$ cat config.mk
export PLATFORM = sky130hd
export DESIGN_NAME = shift_rows_stage
export DESIGN_NICKNAME = d
export VERILOG_FILES = /design/src/rtl/shift_rows_stage.sv
export SDC_FILE = /design/constraint.sdc
export NUM_CORES = 1
export LEC_CHECK = 0
export CAP_MARGIN = 20
export CORE_ASPECT_RATIO = 0.5
export CORE_UTILIZATION = 55
export DETAILED_ROUTE_END_ITERATION = 10
export PLACE_DENSITY = 0.95
export SLEW_MARGIN = 10
export SYNTH_ARGS = -nofsm -noshare
export SYNTH_HDL_FRONTEND = slang
export SYNTH_SLANG_ARGS = --single-unit
$ cat constraint.sdc
create_clock -name clk -period 9.1 [get_ports clk]
set_input_delay 1.82 -clock clk [delete_from_list [all_inputs] [get_ports clk]]
set_output_delay 1.82 -clock clk [all_outputs]
set_load 0.02 [all_outputs]
$ cat src/rtl/shift_rows_stage.sv
// Registered Rijndael ShiftRows / InvShiftRows stage for 4, 6 or 8 column states.
// A two-entry output FIFO holds final shifted results together with the direction bit and the user tag.
module shift_rows_stage #(
  parameter int NB    = 4,
  parameter int TAG_W = 4
) (
  input  logic                clk,
  input  logic                rst,
  input  logic                in_valid,
  output logic                in_ready,
  input  logic [32*NB-1:0]    in_data,
  input  logic                in_inv,
  input  logic [TAG_W-1:0]    in_tag,
  output logic                out_valid,
  input  logic                out_ready,
  output logic [32*NB-1:0]    out_data,
  output logic                out_inv,
  output logic [TAG_W-1:0]    out_tag
);

  localparam int W      = 32 * NB;
  localparam int NBYTES = 4 * NB;

  generate
    if (NB != 4 && NB != 6 && NB != 8) begin : g_bad_nb
      $error("shift_rows_stage: NB must be 4, 6 or 8");
    end
  endgenerate

  // Rows 2 and 3 shift one further for the 256-bit block.
  function automatic int row_offset(input int r);
    return (NB == 8 && r >= 2) ? r + 1 : r;
  endfunction

  logic [W-1:0] fwd_data;
  logic [W-1:0] inv_data;
  logic [W-1:0] shifted;

  always_comb begin
    fwd_data = '0;
    inv_data = '0;
    for (int r = 0; r < 4; r++) begin
      for (int c = 0; c < NB; c++) begin
        fwd_data[8*(NBYTES-1-(4*c+r)) +: 8] =
          in_data[8*(NBYTES-1-(4*((c+row_offset(r)) % NB)+r)) +: 8];
        inv_data[8*(NBYTES-1-(4*c+r)) +: 8] =
          in_data[8*(NBYTES-1-(4*((c+NB-row_offset(r)) % NB)+r)) +: 8];
      end
    end
    shifted = in_inv ? inv_data : fwd_data;
  end

  logic [W-1:0]     mem_data [2];
  logic             mem_inv  [2];
  logic [TAG_W-1:0] mem_tag  [2];
  logic [1:0]       count;
  logic [1:0]       count_next;
  logic             wptr;
  logic             rptr;
  logic             ready_q;
  logic             push;
  logic             pop;

  // Reset masks the handshakes directly so nothing is offered or taken while rst is high.
  assign in_ready  = ready_q & ~rst;
  assign out_valid = (count != 2'd0) & ~rst;
  assign push      = in_valid & in_ready;
  assign pop       = out_valid & out_ready;

  assign out_data = mem_data[rptr];
  assign out_inv  = mem_inv[rptr];
  assign out_tag  = mem_tag[rptr];

  always_comb begin
    count_next = count;
    case ({push, pop})
      2'b10:   count_next = count + 2'd1;
      2'b01:   count_next = count - 2'd1;
      default: count_next = count;
    endcase
  end

  always_ff @(posedge clk) begin
    if (rst) begin
      count   <= 2'd0;
      wptr    <= 1'b0;
      rptr    <= 1'b0;
      ready_q <= 1'b1;
      for (int i = 0; i < 2; i++) begin
        mem_data[i] <= '0;
        mem_inv[i]  <= 1'b0;
        mem_tag[i]  <= '0;
      end
    end else begin
      count   <= count_next;
      ready_q <= (count_next != 2'd2);
      if (push) begin
        mem_data[wptr] <= shifted;
        mem_inv[wptr]  <= in_inv;
        mem_tag[wptr]  <= in_tag;
        wptr           <= ~wptr;
      end
      if (pop) begin
        rptr <= ~rptr;
      end
    end
  end

endmodule

# Word-level counts from Yosys, hierarchy flattened
# Memory sizes are Yosys's and may differ from the RTL's. A register that Yosys moved wholly into a read port is not among the register bits.
# Cells that the tools add are included.
# classes
n_addsub	2
n_mul	0
div_mod_pow	0
n_lt_le_gt_ge	0
n_eq_ne	3
shift	0
n_mux	22
bitwise_logic	7
reduce_logical	4
# ops
operator	n
2-to-1 mux 128 bit	1
OR reduction 128 bit	1
2-to-1 mux 120 bit	1
2-to-1 mux 1 bit	18
bitwise AND 1 bit	4
2-to-1 mux 4 bit	1
one-hot mux 2 bit (2 select lines)	1
OR reduction 4 bit	1
NOT 1 bit	3
adder 2 x 1 -> 2 bit (second input constant)	1
equality test 2 x 1 -> 1 bit (second input constant)	1
equality test 2 bit (second input constant)	1
inequality test 2 bit (second input constant)	1
nonzero test 2 bit	1
subtractor 2 x 1 -> 2 bit (second input constant)	1
OR reduction 1 bit	1
# word_totals
ff_bits	5
latch_bits	0
mem_bits_rw	266
mem_bits_ro	0
inputBits	137
output_inout_bits	135
word_cells	45
memories	3
# memory_table
name	words	width	read_ports	rd_ports_with_merged_regs	wr	line	rtl
mem_data	2	128	1	1	2	53	logic [W-1:0] mem_data [2];
mem_tag	2	4	1	1	2	55	logic [TAG_W-1:0] mem_tag [2];
mem_inv	2	1	1	1	2	54	logic mem_inv [2];

# Logic depth before layout (Yosys ltp)
# depth
word_depth	8
mapped_depth	8
mapped_depth_nobuf	6

# Worst setup path after synthesis
# Ideal clock, no wire load.
# synth_timing
path_kind	in2reg
startpoint	input port rst
endpoint	memory mem_data[0][0] (netlist name) (enable)
setup_time_ps	516
t_arrival_ps	5528
required_ps	8584
path_slack_ps	3056
stages	4
path_buffers	2
cell_sequence	buf_2 or3_4 buf_6 nand2b_1
# synth_rtl
element	line	rtl
start, declared	8	input logic rst,
end, declared	53	

# Worst setup path in the final report
# layout_timing
startpoint	input port rst
endpoint	output port in_ready
# layout_between
elab_chain_len	2
# layout_rtl
element	line	rtl
NOT 1 bit	65	assign in_ready = ready_q & ~rst;
bitwise AND 1 bit	65	
end, declared	10	output logic in_ready,
# Every way passes these cells.

==> results_dict.tcl <==
set metrics [dict create \
    crit_required_ns 7.28 \
    clock-sinks 272 \
    cts_tree "yes" \
    critPathBufInv 2 \
    path_clk_slew_ns 0.07 \
    max-slew-margin-rel 0.264 \
    cts_made_buffers 24 \
    port_buffers 271 \
    cpMostUsedCell "clkdlybuf4s50_1" \
    crit_fanout 11 \
    wirelength_mm 27.4 \
    dp_hpwl_mm 17.0 \
    synthCells 817 \
    cpPeakStageDelay_ns 0.60 \
    ir_worst_vdd_mv 0.112 \
    ys_seq_area_frac 0.666 \
    vias 7457 \
    fmax_mhz 192 \
    run_status "finished, final reports clean" \
    start_util 0.561 \
    first_pass_iters 5 \
    diodes 0 \
    power_density_nw_per_um2 198 \
    grt_pass1_vias 7706 \
    ys_top_cells_by_area "edfxtp_1, mux2_2, and2_1" \
    grt_first_pass_wirelength_mm 40.7 \
    antenna_found_initial 0 \
    areaGrowthSynthToFinish_pct 29.9 \
    grt_start_max_net_pins 86 \
    postCtsSetupRepairBufs 0 \
    critPathSlowestCell "clkdlybuf4s50_1" \
    cts_hold_buf 0 \
    overflow 0 \
    vias_per_cell 5.39 \
    die_area_um2 22800 \
    hold_slack_ns 0.469 \
    drive_gt1_frac 0.178 \
    skew_ns 0.0121 \
    ctsResizeCount 0 \
    die_h_um 107 \
    yosys.area.top_type_share 0.656 \
    crit_family "buffers and inverters" \
    route.detailed.drc 0 \
    routabilityCongestion 0.803 \
    fp-row-count 38 \
    worst_pin_slew_ns 1.10 \
    synth_cell_type_count 31 \
    final_cell_mix "clkdlybuf4s50_1, edfxtp_1, and2_1" \
    layout_commonest_cell "clkdlybuf4s50_1" \
    track_usage 0.234 \
    avgSynthCellArea_um2 14.9 \
    hold_path.class "flop to flop" \
    rsz0062_at_grt "false" \
    cp-start-kind "input port" \
    slew_viol_final 0 \
    antenna_left 0 \
    crit_type "input port to output port" \
    fp.dieW_um 212 \
    min_period_ns 5.22 \
    p_leak_nw 5.92 \
    syn-cell-area_um2 12200 \
    htreeDepth 1 \
    setup_viol_count_final 0 \
    yosys_warnings 0 \
    fillers 1349 \
    final.setup.tns_ns 0 \
    final_hold_viol_count 0 \
    post-route-period-util 0.573 \
    drv_cap 0 \
    synth_nets 955 \
    clk_path_buf_depth 3 \
    finalNetCount 1206 \
    drt_iter0_markers 575 \
    io_pins 272 \
    core_area_um2 21700 \
    cp-end-kind "output port" \
    cp.arrival_ns 3.40 \
    synth_area_leader_cell "edfxtp_1" \
    clk_latency_ns 0.52 \
    wl_per_cell_um 19.8 \
    cts_root_buf "clkbuf_16" \
    synth-seq-cells 272 \
    crit_chain "clkdlybuf4s50_1 > and2b_4 > clkdlybuf4s50_1" \
]
==> worst reg2reg max path, stage by stage (launching register included) <==
cell	delay [ns]
dfxtp_1	0.38
or3_4	0.74
nand2b_4	0.95
buf_4	0.81
==> per-layer routing <==
metal / GRT usage / wire length, µm / up-vias
met5: 0 / 0 / -
met4: 0.109 / 1280 / 0
met3: 0.0331 / 1080 / 81
met2: 0.422 / 14200 / 232
met1: 0.280 / 10900 / 3726
li1: - / - / 3418
==> path summary, 6_finish.rpt <==
check	start	endpoint	slack (ns)	cells after the start
hold / removal	rptr	flop	0.47	1
hold reg to reg	rptr	flop	0.47	1
setup / recovery	rst	in_ready	3.88	3
setup reg to reg	wptr	mem_data[0][56]	5.79	3
==> area by class of cell <==
class                      count  area [µm²]  share of cell area
sequential                   272        8110               0.513
tap                          300         375              0.0237
clock inverter                13        88.8             0.00562
timing repair buffer         279        2820               0.178
clock buffer                  28         637              0.0403
multi-input combinational    491        3780               0.239
==> cell usage after synthesis (all sizes together) <==
library cell and number:
a21oi 1, and2 139, and2b 1, and3 1, buf 37, clkbuf 17
dfxtp 6, edfxtp 266, ha 1, mux2 133, mux2i 66, nand2 3
nand2b 5, nand3 1, nor2 130, nor3 1, o21ai 1, o21ba 1
o22ai 1, or3 2, xnor2 1, xor2 3
==> cell families after synthesis <==
group	share of synthesized area
XOR/XNOR	0.00288
multiplexers	0.177
AND/OR/NAND/NOR	0.126
adder cells (fa/ha/maj)	0.00103
flip-flops	0.666
AO/OA/AOI/OAI	0.00216
buffers and inverters	0.0247
==> report_power, final <==
group | leakage [nW] | switching [mW] | internal [mW] | total (mW)
Clock | 0.345 | 0.441 | 0.527 | 0.968
Combinational | 2.74 | 0.321 | 0.318 | 0.638
Sequential | 2.84 | 0.0382 | 1.48 | 1.52
Total | 5.92 | 0.800 | 2.33 | 3.13
==> sequential cells by signal, summed over array words and instances, names as in the netlist, named ones only <==
| signal | flops |
|---|---|
| ready_q | 1 |
| mem_data | 256 |
| wptr | 1 |
| mem_inv | 2 |
| rptr | 1 |
| mem_tag | 8 |
| count | 2 |
==> stage by stage <==
stage	area [µm²]	util	setup slack, ns	power (mW)	std cells
3_3_place_gp	15000	0.693	3.72	2.16	1339
5_1_grt	15800	0.729	3.84	3.22	1383
4_1_cts	15700	0.726	3.88	3.13	1380
6_report	15800	0.729	3.88	3.13	1383
2_1_floorplan	12200	-	3.06	1.90	817
3_5_place_dp	15000	0.693	3.66	2.18	1339
Power figures use the tool's default switching activity.
